[src/rtl/mdr_pkg.sv]
// rtl/mdr_pkg.sv - shared datapath constants for the memory data register
package mdr_pkg;

  localparam int DEFAULT_DATA_WIDTH = 32;

endpackage : mdr_pkg

[src/rtl/mdr_mux_2to1.sv]
// rtl/mdr_mux_2to1.sv - width-preserving two-input select feeding the MDR
module mdr_mux_2to1 #(
  parameter int DATA_WIDTH = mdr_pkg::DEFAULT_DATA_WIDTH
) (
  input  logic                  sel,
  input  logic [DATA_WIDTH-1:0] in0,
  input  logic [DATA_WIDTH-1:0] in1,
  output logic [DATA_WIDTH-1:0] out
);

  assign out = sel ? in1 : in0;

endmodule : mdr_mux_2to1

[src/rtl/mdr.sv]
// rtl/mdr.sv - memory data register loading bus or memory data, sync clear
module mdr
  import mdr_pkg::*;
#(
  parameter int DATA_WIDTH = DEFAULT_DATA_WIDTH
) (
  input  logic                  clk,
  input  logic                  clr,
  input  logic                  mdr_in,
  input  logic                  read,
  input  logic [DATA_WIDTH-1:0] bus_mux_out,
  input  logic [DATA_WIDTH-1:0] mdatain,
  output logic [DATA_WIDTH-1:0] mdr_out
);

  logic [DATA_WIDTH-1:0] load_data;

  mdr_mux_2to1 #(
    .DATA_WIDTH(DATA_WIDTH)
  ) u_src_mux (
    .sel(read),
    .in0(bus_mux_out),
    .in1(mdatain),
    .out(load_data)
  );

  // Clear takes priority over any concurrent load on the same edge.
  always_ff @(posedge clk) begin
    if (clr) begin
      mdr_out <= '0;
    end else if (mdr_in) begin
      mdr_out <= load_data;
    end
  end

endmodule : mdr

[config.mk]
export PLATFORM = sky130hd
export DESIGN_NAME = mdr
export DESIGN_NICKNAME = d
export VERILOG_FILES = /design/src/rtl/mdr_pkg.sv /design/src/rtl/mdr_mux_2to1.sv /design/src/rtl/mdr.sv
export SDC_FILE = /design/constraint.sdc
export NUM_CORES = 1
export LEC_CHECK = 0
export ABC_AREA = 1
export CAP_MARGIN = 25
export CORE_ASPECT_RATIO = 1.25
export CORE_MARGIN = 5
export CORE_UTILIZATION = 39
export DETAILED_ROUTE_END_ITERATION = 16
export GPL_ROUTABILITY_DRIVEN = 0
export PLACE_DENSITY = 0.81
export RECOVER_POWER = 100
export SLEW_MARGIN = 30
export SYNTH_ARGS = -nofsm -noshare
export SYNTH_HDL_FRONTEND = slang
export SYNTH_HIERARCHICAL = 1
export SYNTH_SLANG_ARGS = --single-unit
[constraint.sdc]
create_clock -name clk -period 1.1 [get_ports clk]
set_clock_uncertainty 0.05 [all_clocks]
set_input_delay 0.22 -clock clk [delete_from_list [all_inputs] [get_ports clk]]
set_output_delay 0.22 -clock clk [all_outputs]
set_load 0.1 [all_outputs]
==> flow_summary.json <==
{
  "total_routed_wirelength_um": 5180,
  "ys_types": 10,
  "timing.critical_path.slowest_stage_cell": "sky130_fd_sc_hd__dfxtp_2",
  "path_cells": "buf_12",
  "total_neg_setup_slack_ns": 0,
  "num_vias": 1983,
  "area_after_dpl_mm2": 0.00315,
  "timing.critical_path.from": "mdr_out[23]",
  "synth-simple-area-share_pct": 47.3,
  "syn_avg_cell_area_um2": 5.96,
  "grt_max_degree": 36,
  "actual_transition_at_the_worst_max_transition_pin_ns": 0.183,
  "fin_nets": 471,
  "whs_ns": 0.372,
  "die_area_mm2": 0.00617,
  "worstPathArrival_ns": 0.82,
  "number_of_placed_i_o_pins": 100,
  "ff2ff_path_depth": 3,
  "floorplan.die.height_um": 86.6,
  "ctsLongestPathBuffers": 2,
  "synth_top_family_by_area": "simple AND/OR/NAND/NOR gates",
  "number_of_buffers_added_to_fix_hold_violations_after_cts": 0,
  "detail_route.vias_per_cell": 4.29,
  "root_buffer": "sky130_fd_sc_hd__clkbuf_8",
  "sequential_fraction_of_the_synthesis_area_pct": 35.0,
  "die_x_um": 71.3,
  "end_of_the_worst_register_to_register_path": "mdr_out[7]",
  "yosys_warnings": 6,
  "tritoncts": "yes",
  "crit_type": "reg2out",
  "multi_input_logic_area_um2": 846,
  "largest_reg_flops": 32,
  "largest_registers_in_the_final_layout": "mdr_out: 32 flops",
  "first_iter_violations": 128,
  "numClockSinks": 32,
  "worstHoldStart": "mdr_in",
  "critPathCaptureType": "output port",
  "postSynthNetCount": 375,
  "top_register": "mdr_out",
  "timing.final.crit_period_ns": 1.09,
  "regToRegSetupSlack_ns": 0.36,
  "syn_inst_count": 307,
  "synth_adder_area_share_pct": 0,
  "leakage_power_of_the_design_nw": 1.66,
  "synth_seq_cells": 32,
  "hold_class": "in2reg",
  "dpl.cell_count": 452,
  "regToRegStartpoint": "mdr_out[7]",
  "slowest_delay_ns": 0.36,
  "grt_overflow_total": 0,
  "worst_setup_path_start_kind": "flip-flop",
  "floorplan.initialDensity_pct": 40.7,
  "avgRoutedWirePerCell_um": 11.2,
  "post-route-cell-area_mm2": 0.00324,
  "core_mm2": 0.00449,
  "numCtsBuffers": 5,
  "grt_pass1_wl_um": 8420,
  "drt_drc": 0,
  "timing.final.setup_violations": 0,
  "core.rowCount": 27,
  "max-slew-margin-rel_pct": 87.8,
  "report.final.slew_viol_count": 0,
  "syn2layout_area_growth_pct": 77.2,
  "fmax_mhz": 921,
  "detailedRoute.firstPassIterationCount": 4,
  "netlist_area_mm2": 0.00183,
  "worstPathRequired_ns": 0.83,
  "hold_violations": 0,
  "num_antenna_cells": 0,
  "placement.setup.worst_slack_ns": -0.462,
  "xor_and_xnor_area_share_after_synthesis_pct": 0,
  "track_usage_pct": 17.3,
  "result_of_the_run": "completed",
  "critPathBufInv": 1,
  "h_tree_depth": 2,
  "regArea_um2": 681,
  "synthMuxAreaShare_pct": 0,
  "grt_setup_unrepaired": "yes",
  "synth-compound-area-share_pct": 0,
  "power.total_mw": 3.87,
  "post-route-worst-setup-slack_ns": 0.0142,
  "power_per_cell_area_mw_per_mm2": 1190,
  "final_layout_size_suffix_gt1_share_pct": 20.0,
  "final_core_util_pct": 72.2,
  "critical_path_peak_fanout": 2,
  "initial_antenna_violation_count": 0,
  "drv.max_cap_violation_count": 0,
  "path_delay_family": "flip-flops",
  "worst_hold_path.num_cells": 4,
  "antenna_left": 0,
  "clock_latency_on_the_worst_skew_pair_ns": 0.28,
  "layout.cells.non_filler": 462,
  "nFillCells": 367,
  "number_of_input_and_output_port_buffers_inserted": 99,
  "period_utilisation_layout_pct": 98.7,
  "power.ir.vdd_worst_v": 0.000818,
  "hpwlAfterDp_um": 4120,
  "clk_pin_slew_worst_paths_ns": 0.06,
  "worst_hold_path.endpoint": "mdr_out[4]",
  "first_global_vias": 1971
}
==> worst register-to-register path: cells and delay by family (launching register included) <==
kind                   cells  cell delay [ns]
and+or+nand+nor            2             0.13
buffers and inverters      1             0.13
DFF                        1             0.34
==> report_power, final <==
| group | switching (mW) | leakage, nW | internal [mW] |
|---|---|---|---|
| logic | 0.933 | 1.34 | 0.679 |
| registers | 0.0903 | 0.275 | 1.26 |
| clock network | 0.394 | 0.0455 | 0.509 |
==> cell families after synthesis <==
logic type | count (synthesis)
buffers and inverters | 51
AND/OR/NAND/NOR | 224
flip-flops | 32
==> routing by layer <==
| metal | track usage [%] | up-vias | wire (µm) |
|---|---|---|---|
| met4 | 7.35 | 0 | 145 |
| met5 | 0 | - | 0 |
| met2 | 33.6 | 66 | 2880 |
| met3 | 5.22 | 13 | 359 |
| met1 | 16.4 | 841 | 1800 |
| li1 | - | 1063 | - |
==> Yosys cell counts <==
master | n | area share, %
sky130_fd_sc_hd__buf_6 | 10 | 6.2
sky130_fd_sc_hd__nand2_2 | 10 | 3.4
sky130_fd_sc_hd__buf_12 | 1 | 1.1
sky130_fd_sc_hd__nor2_1 | 64 | 13
sky130_fd_sc_hd__dfxtp_1 | 32 | 35
sky130_fd_sc_hd__nand2_1 | 150 | 31
sky130_fd_sc_hd__inv_8 | 1 | 0.62
sky130_fd_sc_hd__inv_1 | 33 | 6.8
sky130_fd_sc_hd__clkbuf_8 | 3 | 2.3
sky130_fd_sc_hd__buf_2 | 3 | 0.82
==> cell type report <==
type / instances / area share [%]
sequential: 32 / 21.0
inverter: 34 / 4.44
multi-input combinational: 224 / 26.1
tap: 58 / 2.24
clock buffer: 8 / 2.78
timing repair buffer: 106 / 43.5
==> worst max-delay path by stage <==
stage | cells past startpoint | slack (ns) | endpoint
2_1_floorplan | 2 | 0.15 | mdr_out[29]
3_3_place_gp | 9 | -0.41 | mdr_out[18]
3_5_place_dp | 9 | -0.46 | mdr_out[22]
4_1_cts | 1 | 0.002 | mdr_out[6]
5_1_grt | 1 | -0.03 | mdr_out[3]
6_report | 1 | 0.01 | mdr_out[23]
==> cells in the final DEF (no fill, tap or decap), types with 2 or more instances in the layout <==
| cell | Yosys | routed |
|---|---|---|
| sky130_fd_sc_hd__buf_12 | 1 | 36 |
| sky130_fd_sc_hd__buf_4 | 0 | 2 |
| sky130_fd_sc_hd__clkbuf_1 | 0 | 2 |
| sky130_fd_sc_hd__clkbuf_8 | 3 | 6 |
| sky130_fd_sc_hd__clkdlybuf4s50_1 | 0 | 65 |
| sky130_fd_sc_hd__dfxtp_2 | 0 | 32 |
| sky130_fd_sc_hd__inv_1 | 33 | 33 |
| sky130_fd_sc_hd__nand2_1 | 150 | 158 |
| sky130_fd_sc_hd__nand2_2 | 10 | 2 |
| sky130_fd_sc_hd__nor2_1 | 64 | 64 |
==> what timing repair did <==
item                                   in CTS  in global routing
gates cloned                                0                  0
endpoints found under the hold margin       0                  0
setup endpoints to repair                  32                 28
resized for setup                           4                  0
pin swaps                                   0                  0
setup buffers                               0                  2
(Power assumes the default switching activity.)
